--- config.mk ---
export PLATFORM = sky130hd
export DESIGN_NAME = alu_arbiter_flat
export DESIGN_NICKNAME = d
export VERILOG_FILES = /design/src/rtl/alu_arbiter_if.sv /design/src/rtl/alu_arbiter.sv /design/src/flat_wrapper.sv
export SDC_FILE = /design/constraint.sdc
export NUM_CORES = 1
export LEC_CHECK = 0
export CAP_MARGIN = 20
export CELL_PAD_IN_SITES_DETAIL_PLACEMENT = 1
export CELL_PAD_IN_SITES_GLOBAL_PLACEMENT = 2
export CORE_MARGIN = 2
export CORE_UTILIZATION = 28
export DETAILED_ROUTE_END_ITERATION = 8
export PLACE_DENSITY = 0.89
export SLEW_MARGIN = 5
export SYNTH_ARGS = -nofsm -noshare
export SYNTH_HDL_FRONTEND = slang
export SYNTH_SLANG_ARGS = --single-unit
--- constraint.sdc ---
create_clock -name clk -period 7.6 [get_ports clk]
set_input_delay 0.76 -clock clk [delete_from_list [all_inputs] [get_ports clk]]
set_output_delay 0.76 -clock clk [all_outputs]
set_load 0.1 [all_outputs]
--- src/rtl/alu_arbiter_if.sv ---
// Requester/response bundle for alu_arbiter: two request ports, two response ports, shared result bus.
// ALU_ARB_FLAGS_EN adds the rsp_zero/rsp_carry flag signals.
interface alu_arbiter_if;
    logic       req0_valid;
    logic       req0_ready;
    logic [7:0] req0_a;
    logic [7:0] req0_b;
    logic [2:0] req0_op;
    logic       req1_valid;
    logic       req1_ready;
    logic [7:0] req1_a;
    logic [7:0] req1_b;
    logic [2:0] req1_op;
    logic       rsp0_valid;
    logic       rsp0_ready;
    logic       rsp1_valid;
    logic       rsp1_ready;
    logic [7:0] rsp_data;
`ifdef ALU_ARB_FLAGS_EN
    logic       rsp_zero;
    logic       rsp_carry;
`endif

    modport master (
        output req0_valid, req0_a, req0_b, req0_op,
        output req1_valid, req1_a, req1_b, req1_op,
        output rsp0_ready, rsp1_ready,
        input  req0_ready, req1_ready, rsp0_valid, rsp1_valid, rsp_data
`ifdef ALU_ARB_FLAGS_EN
        , input rsp_zero, rsp_carry
`endif
    );

    modport slave (
        input  req0_valid, req0_a, req0_b, req0_op,
        input  req1_valid, req1_a, req1_b, req1_op,
        input  rsp0_ready, rsp1_ready,
        output req0_ready, req1_ready, rsp0_valid, rsp1_valid, rsp_data
`ifdef ALU_ARB_FLAGS_EN
        , output rsp_zero, rsp_carry
`endif
    );
endinterface

--- src/rtl/alu_arbiter.sv ---
// Two-port arbiter sharing one 8-bit ALU, with a single registered result slot.
// Optional result flags (rsp_zero, rsp_carry) are built when ALU_ARB_FLAGS_EN is defined.
module alu_arbiter_alu (
    input  logic [7:0] a,
    input  logic [7:0] b,
    input  logic [2:0] ctrl,
    output logic [7:0] y
);
    always_comb begin
        y = 8'h00;
        case (ctrl)
            3'b000:  y = a + b;
            3'b001:  y = a - b;
            3'b010:  y = a & b;
            3'b011:  y = a | b;
            3'b100:  y = a ^ b;
            3'b101:  y = ~(a | b);
            default: y = 8'h00;
        endcase
    end
endmodule

module alu_arbiter #(
    parameter bit RR = 1'b1
) (
    input  logic clk,
    input  logic rst_n,
    alu_arbiter_if.slave bus
);
    typedef enum logic {IDLE = 1'b0, FULL = 1'b1} state_t;

    state_t     state_reg, state_next;
    logic       own_reg, own_next;
    logic       last_reg, last_next;
    logic [7:0] data_reg, data_next;

    logic [1:0] req_valid;
    logic [1:0] req_ready;
    logic [1:0] rsp_ready;
    logic [1:0] rsp_valid;
    logic       grant;
    logic       free;
    logic       accept;
    logic [7:0] alu_a, alu_b, alu_y;
    logic [2:0] alu_ctrl;

    assign req_valid = {bus.req1_valid, bus.req0_valid};
    assign rsp_ready = {bus.rsp1_ready, bus.rsp0_ready};

    // With zero or one requester valid, grant follows port 1's valid.
    always_comb begin
        grant = req_valid[1];
        if (&req_valid)
            grant = RR ? ~last_reg : 1'b0;
    end

    // A held result frees the slot in the same cycle its owner takes it.
    assign free = (state_reg == IDLE) || rsp_ready[own_reg];

    genvar gi;
    generate
        for (gi = 0; gi < 2; gi++) begin : g_port
            assign req_ready[gi] = rst_n && (grant == (gi != 0)) && req_valid[gi] && free;
            assign rsp_valid[gi] = (state_reg == FULL) && (own_reg == (gi != 0));
        end
    endgenerate

    assign accept = |(req_valid & req_ready);

    assign alu_a    = grant ? bus.req1_a  : bus.req0_a;
    assign alu_b    = grant ? bus.req1_b  : bus.req0_b;
    assign alu_ctrl = grant ? bus.req1_op : bus.req0_op;

    alu_arbiter_alu u_alu (
        .a    (alu_a),
        .b    (alu_b),
        .ctrl (alu_ctrl),
        .y    (alu_y)
    );

    always_comb begin
        state_next = state_reg;
        own_next   = own_reg;
        last_next  = last_reg;
        data_next  = data_reg;
        if (accept) begin
            state_next = FULL;
            own_next   = grant;
            last_next  = grant;
            data_next  = alu_y;
        end else if (state_reg == FULL && rsp_ready[own_reg]) begin
            state_next = IDLE;
        end
    end

    // last resets to 1 so port 0 wins the first contended cycle.
    always_ff @(posedge clk) begin
        if (!rst_n) begin
            state_reg <= IDLE;
            own_reg   <= 1'b0;
            last_reg  <= 1'b1;
            data_reg  <= 8'h00;
        end else begin
            state_reg <= state_next;
            own_reg   <= own_next;
            last_reg  <= last_next;
            data_reg  <= data_next;
        end
    end

    assign bus.req0_ready = req_ready[0];
    assign bus.req1_ready = req_ready[1];
    assign bus.rsp0_valid = rsp_valid[0];
    assign bus.rsp1_valid = rsp_valid[1];
    assign bus.rsp_data   = data_reg;

`ifdef ALU_ARB_FLAGS_EN
    logic zero_reg, zero_next;
    logic carry_reg, carry_next;
    logic alu_carry;

    // Carry is the 9th sum bit for ADD and the borrow for SUB.
    always_comb begin
        alu_carry = 1'b0;
        case (alu_ctrl)
            3'b000:  alu_carry = ({1'b0, alu_a} + {1'b0, alu_b}) > 9'h0FF;
            3'b001:  alu_carry = alu_a < alu_b;
            default: alu_carry = 1'b0;
        endcase
        zero_next  = zero_reg;
        carry_next = carry_reg;
        if (accept) begin
            zero_next  = (alu_y == 8'h00);
            carry_next = alu_carry;
        end
    end

    always_ff @(posedge clk) begin
        if (!rst_n) begin
            zero_reg  <= 1'b0;
            carry_reg <= 1'b0;
        end else begin
            zero_reg  <= zero_next;
            carry_reg <= carry_next;
        end
    end

    assign bus.rsp_zero  = zero_reg;
    assign bus.rsp_carry = carry_reg;
`endif
endmodule

--- src/flat_wrapper.sv ---
// flat-port wrapper written by rule: the top's interface ports become plain ports
module alu_arbiter_flat 
#(
    parameter bit RR = 1'b1
)
  (clk, rst_n, bus_req0_valid, bus_req0_a, bus_req0_b, bus_req0_op, bus_req1_valid, bus_req1_a, bus_req1_b, bus_req1_op, bus_rsp0_ready, bus_rsp1_ready, bus_req0_ready, bus_req1_ready, bus_rsp0_valid, bus_rsp1_valid, bus_rsp_data);
  alu_arbiter_if bus_i ();
  input  logic clk;
  input  logic rst_n;
  input wire logic [$bits(bus_i.req0_valid)-1:0] bus_req0_valid;
  input wire logic [$bits(bus_i.req0_a)-1:0] bus_req0_a;
  input wire logic [$bits(bus_i.req0_b)-1:0] bus_req0_b;
  input wire logic [$bits(bus_i.req0_op)-1:0] bus_req0_op;
  input wire logic [$bits(bus_i.req1_valid)-1:0] bus_req1_valid;
  input wire logic [$bits(bus_i.req1_a)-1:0] bus_req1_a;
  input wire logic [$bits(bus_i.req1_b)-1:0] bus_req1_b;
  input wire logic [$bits(bus_i.req1_op)-1:0] bus_req1_op;
  input wire logic [$bits(bus_i.rsp0_ready)-1:0] bus_rsp0_ready;
  input wire logic [$bits(bus_i.rsp1_ready)-1:0] bus_rsp1_ready;
  output wire logic [$bits(bus_i.req0_ready)-1:0] bus_req0_ready;
  output wire logic [$bits(bus_i.req1_ready)-1:0] bus_req1_ready;
  output wire logic [$bits(bus_i.rsp0_valid)-1:0] bus_rsp0_valid;
  output wire logic [$bits(bus_i.rsp1_valid)-1:0] bus_rsp1_valid;
  output wire logic [$bits(bus_i.rsp_data)-1:0] bus_rsp_data;
  assign bus_i.req0_valid = bus_req0_valid;
  assign bus_i.req0_a = bus_req0_a;
  assign bus_i.req0_b = bus_req0_b;
  assign bus_i.req0_op = bus_req0_op;
  assign bus_i.req1_valid = bus_req1_valid;
  assign bus_i.req1_a = bus_req1_a;
  assign bus_i.req1_b = bus_req1_b;
  assign bus_i.req1_op = bus_req1_op;
  assign bus_i.rsp0_ready = bus_rsp0_ready;
  assign bus_i.rsp1_ready = bus_rsp1_ready;
  assign bus_req0_ready = bus_i.req0_ready;
  assign bus_req1_ready = bus_i.req1_ready;
  assign bus_rsp0_valid = bus_i.rsp0_valid;
  assign bus_rsp1_valid = bus_i.rsp1_valid;
  assign bus_rsp_data = bus_i.rsp_data;
  alu_arbiter #(.RR(RR)) u_core (.clk(clk), .rst_n(rst_n), .bus(bus_i));
endmodule
==> impl_results.md, run 1 <==
* Status: complete, no violations
* Final Critical Period at roughly 5000 ps
* Area contributors post-synth: mux2i_1 (19%), ha_1 (14%), dfxtp_1 (13%)
* Vias in the first global route at roughly 1900
* Share of the synthesized area in the top cell type at between 10% and 20%
* CTS Root Buffer Type: clkbuf_8
* Setup TNS at 0 ps
* Routed WL at 5500 µm
* 1st-pass router iterations at 4
* Die W at 83.0 µm
* Clk buf depth at 2
* Power per cell area at 148 nW/µm²
* First-pass GRT wire length at 9180 µm
* RSZ-0062 raised after global routing: no
* Top Ports at 56
* Most frequent CP cell: a21o_1
* # Post-CTS Setup Buffers at 0
* Post-Synth XOR/XNOR Area at 5.52%
* Worst Setup End Kind: register
* WHS Path Cells at 1
* Mapped Area at around 1700 µm²
* Post-DRT Antenna Nets at 0
* Critical Path AT at slightly above 5000 ps
* Hold Crit Class: reg2reg
* Clock Skew at ~0.73 ps
* Post-synthesis sequential area ratio at 12.6%
* Core area at 5990 µm²
* Flop2flop setup slack at around 3300 ps
* Fraction of layout cells with a size suffix above 1 at 4.33%
* Starting density of the core at 29.2%
* Worst R2R Start: u_core.last_reg
* # H-tree levels at 1
* Post-DP Area at 2380 µm²
* Worst slew margin at 34.6%
* Max-slew violations at 0
* Pleak at 1.05 nW
* Register-to-Register Path Depth at 13
* Nets@finish at 342
* Worst slew pin tran at 978 ps
* Crit path cell chain: clkdlybuf4s50_1 > a21boi_4 > buf_4 > mux2_2 > nand2_1 > o311ai_0 > xnor2_1 > ha_1 > a21o_1 > a21o_1 > a41o_1 > a311o_1 > or4b_1 > nand3_1
* CP Class: in2reg
* Final setup viols at 0
* Largest net degree at the start of global routing at 26
* Critical Path RT at 7780 ps
* Cell type with the largest total area after synthesis: mux2i_1
* Cts hold-fix bufs at 0
* Final instance area at 2430 µm²
* Routed len/inst at 15.6 µm
* Post-cts resize count at 0
* Complex-gate fraction of the synthesized area at 22.1%
* RePlAce Congestion at 0.810
* Reg-to-reg critical path endpoint: u_core.bus.rsp_data[7]
* Slowest-stage cell, CP: a21boi_4
* Cell variety after synth at 43
* GR Overflow Total at 0
* Vias after detailed routing at between 1500 and 2000
* Port-buffer cells at 55
* Vias per inst at slightly above 5
* Max-cap violations at 0
* Mux cell area share after synthesis at a little over a fifth
* FMAX at 202 MHz
* Synth Register Bits at 11
* Period utilization at 65.2%
* Final Hold Viols at 0
* Clock Latency Late Sink at 240 ps
* Synth Area in Adders at 14.8%
* CTS tree: done
* Hold_sp: u_core.bus.rsp_data[5]
* Max reg flops at 8
* Initial antenna violation count at 0
* DP Cell Count at 347
* DIE HEIGHT at 83.0 µm
* Die ar. at 6890 µm²
* Clk slew on worst S/H paths at 50 ps
* Mean post-synth cell area at 7.90 µm²
* Post-synth ARST share at 0%
* Area Growth Syn to Fin at 39.3%
* Non-filler cells, final at 352
* Syn Inst Count at 221
* Main synth FF type: dfxtp_1
* Inserted Clock Buffers at 3
* Clock Sinks at 11
* Worst-path fanout max at 25
* N_diodes at 0
* Synth Area in Simple Gates at between 15 and 20%
* GRT Overall Usage at 15.9%
* DRC at 0
* DP HPWL at 4410 µm
* Site Rows at 28
* Largest family of logic cells by synthesized area: compound AO/OA/AOI/OAI gates
* Worst Hold End: u_core.bus.rsp_data[5]
* EDFF count, synth at 0
* Iteration-0 DRC Markers at between 60 and 70
* Largest stage delay, worst path at 750 ps
* Synth warn at 0
* Peak supply drop at 0.0000789 V
* Worst setup SP type: primary input
* Syn_nets at 285
==> cells in the final DEF, fill, tap and decap left out, drive strengths merged, types with 3 or more instances in the layout <==
cell / instances
mux2i: 33
and3: 3
nand2b: 5
clkdlybuf4s50: 55
nor2: 17
a21o: 4
a22o: 3
dfxtp: 11
a211oi: 6
a21oi: 13
buf: 5
a221oi: 7
ha: 19
xor2: 4
inv: 16
nor4: 3
xnor2: 7
o21ai: 9
nor2b: 5
nand2: 21
clkbuf: 4
mux2: 3
==> final cells by class <==
| class | instances | area, µm² |
|---|---|---|
| Clock buffer | 4 | 45.0 |
| Inverter | 16 | 60.1 |
| Timing Repair Buffer | 60 | 588 |
| Tap cell | 75 | 93.8 |
| Sequential cell | 11 | 220 |
| Fill cell | 727 | 3560 |
| Multi-Input combinational cell | 186 | 1430 |
==> synthesized netlist by cell type (all sizes together) (2+ instances only) <==
cell type and instances:
nor2 17, inv 16, a211oi 6, nor2b 5
clkbuf 4, mux2i 33, buf 4, dfxtp 11
xnor2 7, xor2 4, ha 19, and3 3
a21oi 13, a22oi 2, nand2b 5, nand2 21
and2 2, a21boi 2, o21ai 9, nand3 2
mux2 3, a21o 4, a22o 3, a221oi 7
nor4 3
==> cell families after synthesis <==
kind of cell	Yosys count
adders and majority gates	20
muxes	36
xor gates and xnor gates	11
and+or+nand+nor	64
DFF	11
AOI/OAI and AO/OA	55
buffers and inverters	24
==> per-layer routing <==
layer	track usage, %	vias up	share of wire, %
li1	-	925	-
met1	21.0	851	48
met2	27.6	49	47
met3	2.88	2	3.9
met4	2.09	0	0.56
met5	0	-	0
==> how the worst max path moves through the flow <==
| stage | from | to | slack (ps) | depth (start not counted) |
|---|---|---|---|---|
| 3_5_place_dp | bus_req1_valid | u_core.bus.rsp_data[7] | 2390 | 14 |
| 4_1_cts | bus_req1_valid | u_core.bus.rsp_data[7] | 2640 | 14 |
| 6_report | bus_req1_valid | u_core.bus.rsp_data[7] | 2640 | 14 |
| 2_1_floorplan | bus_req1_valid | u_core.bus.rsp_data[7] | 3810 | 14 |
| 5_1_grt | bus_req1_valid | u_core.bus.rsp_data[7] | 2420 | 14 |
| 3_3_place_gp | bus_req1_valid | u_core.bus.rsp_data[7] | 2510 | 14 |
==> power by group <==
| part | internal, mW | total (mW) | leakage [nW] | switching (mW) |
|---|---|---|---|---|
| Combinational | 0.0947 | 0.232 | 0.932 | 0.137 |
| Sequential | 0.0638 | 0.0677 | 0.0910 | 0.00388 |
| Clock | 0.0369 | 0.0594 | 0.0228 | 0.0225 |
==> critical path: cells and delay by family <==
kind | cells | cell delay, ps
xor+xnor | 1 | 170
compound gates | 6 | 1830
buf+inv | 2 | 870
mux | 1 | 420
fa+ha+maj | 1 | 360
simple gates | 3 | 700
==> metrics by stage <==
stage                     util, %  total power [mW]  hold slack (ps)  worst slack [ps]
after global routing         40.6             0.386              487              2420
after detailed placement     39.7             0.301              462              2390
after floorplan                 -             0.230              502              3810
after global placement       39.7             0.297              463              2510
after CTS                    40.5             0.361              476              2640
final                        40.6             0.359              474              2640
Note: power is estimated with default switching activity, not from simulation.
==> run 2, diff against run 1 <==
--- a/config.mk
+++ b/config.mk
@@ -9,9 +9,9 @@
 export CELL_PAD_IN_SITES_DETAIL_PLACEMENT = 1
 export CELL_PAD_IN_SITES_GLOBAL_PLACEMENT = 2
 export CORE_MARGIN = 2
-export CORE_UTILIZATION = 28
+export CORE_UTILIZATION = 24
 export DETAILED_ROUTE_END_ITERATION = 8
-export PLACE_DENSITY = 0.89
+export PLACE_DENSITY = 0.81
 export SLEW_MARGIN = 5
 export SYNTH_ARGS = -nofsm -noshare
 export SYNTH_HDL_FRONTEND = slang
==> constraint.sdc (replaced) <==
create_clock -name clk -period 4.4 [get_ports clk]
set_input_delay 0.44 -clock clk [delete_from_list [all_inputs] [get_ports clk]]
set_output_delay 0.44 -clock clk [all_outputs]
set_load 0.1 [all_outputs]
==> run 2 against run 1 <==
Compared with the run above:
- worst hold slack gained 0.89 ps
- clock power grew 72%
- combinational power grew 74%
- setup slack lost 2100 ps
- register-to-register slack lost 2400 ps
- critical path depth shrank 1
==> impl_results.md, run 2 (synthesis results as in run 1) <==
* Most frequent CP cell: a21o_1
* Setup TNS at 0 ps
* Final setup viols at 0
* Clk buf depth at 2
* Die ar. at between 7000 and 8000 µm²
* RSZ-0062 raised after global routing: no
* Power per cell area at 252 nW/µm²
* Cts hold-fix bufs at 0
* FMAX at 257 MHz
* N_diodes at 0
* Site Rows at 31
* Worst slew margin at 35.0%
* Power Internal at roughly 340 µW
* CTS tree: done
* Critical Path AT at 4070 ps
* Hold_ws at 475 ps
* Multi-input logic area at 1430 µm²
* Gate power share at roughly two thirds
* Area Growth Syn to Fin at 41.8%
* Inserted Clock Buffers at 3
* Worst Setup End Kind: register
* Slowest-stage cell, CP: clkdlybuf4s50_1
* Non-filler cells, final at 378
* Peak supply drop at 0.0000770 V
* Commonest cells after routing, fill and taps aside: clkdlybuf4s50_1 (54), mux2i_1 (33), nand2_1 (21)
* Critical Path RT at 4580 ps
* Register area at 220 µm²
* Top Ports at 56
* Psw at 283 µW
* Max-cap violations at 0
* GRT Overall Usage at 14.2%
* DRC at 0
* Worst-path fanout max at 9
* DP Cell Count at 374
* Worst setup SP type: primary input
* Pleak at 1.06 nW
* Max reg flops at 8
* CP Class: in2reg
* Clock Skew at 4.28 ps
* Final Critical Period at a little under 4000 ps
* Seq pwr share at 18.8%
* GR Overflow Total at 0
* Final Hold Viols at 0
* DP HPWL at 4500 µm
* Routed WL at 5530 µm
* Clock Sinks at 11
* Hold Crit Class: reg2reg
* Period utilization at between 80 and 90%
* Vias per inst at about 4.8
* Clk slew on worst S/H paths at 50 ps
* Largest stage delay, worst path at about 500 ps
* Initial antenna violation count at 0
* Switching Share at 45.5%
* Post-DP Area at about 2400 µm²
* Total power at 623 µW
* CTS Root Buffer Type: clkbuf_8
* Iteration-0 DRC Markers at 44
* Status: complete, no violations
* Post-cts resize count at 0
* Max-slew violations at 0
* Nets@finish at 344
* Fraction of layout cells with a size suffix above 1 at 5.38%
* Number of buffers and inverters on the critical path at 1
* Most common cell after layout, fill and taps aside: clkdlybuf4s50_1
* Vias in the first global route at 1822
* Starting density of the core at approximately 24%
* # Post-CTS Setup Buffers at 0
* Worst slew pin tran at a little under 1000 ps
* Vias after detailed routing at ~1800
* Final instance area at between 2000 and 2500 µm²
* Clock power share at 16.4%
* 1st-pass router iterations at 4
* Crit path cell chain: clkdlybuf4s50_1 > a21boi_4 > mux2_2 > nand2_1 > o311ai_0 > xnor2_1 > ha_1 > a21o_1 > a21o_1 > a41o_1 > a311o_1 > or4b_1 > nand3_1
* RePlAce Congestion at 0.812
* Clock Latency Late Sink at 240 ps
* # H-tree levels at 1
* Routed len/inst at 14.6 µm
* Post-DRT Antenna Nets at 0
* Fillcell total at 881
* Die W at 89.3 µm
* Largest net degree at the start of global routing at 18
* Core area at 7140 µm²
* CP delay by family, top: compound AO/OA/AOI/OAI gates
* Port-buffer cells at 55
* DIE HEIGHT at 89.3 µm
* First-pass GRT wire length at between 8000 and 9000 µm
run 2: cell types whose count changed in the layout (fill, tap and decap cells not counted):
| cell | delta |
|---|---|
| clkdlybuf4s50_1 | -1 |
| buf_4 | +3 |
run 2: area by class of cell:
type / count / share of cell area (%)
flip-flops and latches: 11 / 8.89
well taps: 99 / 5.00
repair buffers: 62 / 24.3
multi-input cells: 186 / 57.6
inverters: 16 / 2.43
clock buffers: 4 / 1.82
run 2: metal layers:
layer / global-route usage [%] / up-vias / routed length (µm)
li1: - / 926 / -
met1: 19.6 / 848 / 2760
met3: 2.03 / 2 / 250
met2: 24.0 / 50 / 2500
met5: 0 / - / 0
met4: 1.63 / 0 / 20
run 2: power by group through the flow:
stage	Combinational, mW	Sequential [mW]	Clock, mW
after floorplan	0.222	0.175	0
after global placement	0.402	0.119	0
after detailed placement	0.405	0.119	0
after CTS	0.406	0.117	0.106
after global routing	0.442	0.118	0.110
final	0.404	0.117	0.102
run 2: worst paths after layout:
path	start	end	slack, ps	depth (start not counted)
max	bus_req0_valid	u_core.bus.rsp_data[7]	510	13
min	u_core.bus.rsp_data[5]	u_core.bus.rsp_data[5]	470	1
max reg2reg	u_core.last_reg	u_core.bus.rsp_data[7]	920	12
min reg2reg	u_core.bus.rsp_data[5]	u_core.bus.rsp_data[5]	470	1
run 2: worst register-to-register path: stages (launching register included):
cell and delay (ps):
dfxtp_1 340, a21boi_4 270, mux2_2 480, nand2_1 160
o311ai_0 180, xnor2_1 160, ha_1 370, a21o_1 180
a21o_1 180, a41o_1 210, a311o_1 330, or4b_1 480
nand3_1 90
run 2: per-stage QoR:
step           util [%]  setup WS, ps
3_5_place_dp       34.1           283
6_report           34.7           508
5_1_grt            34.7           311
2_1_floorplan         -           925
3_3_place_gp       34.1           406
4_1_cts            34.7           520
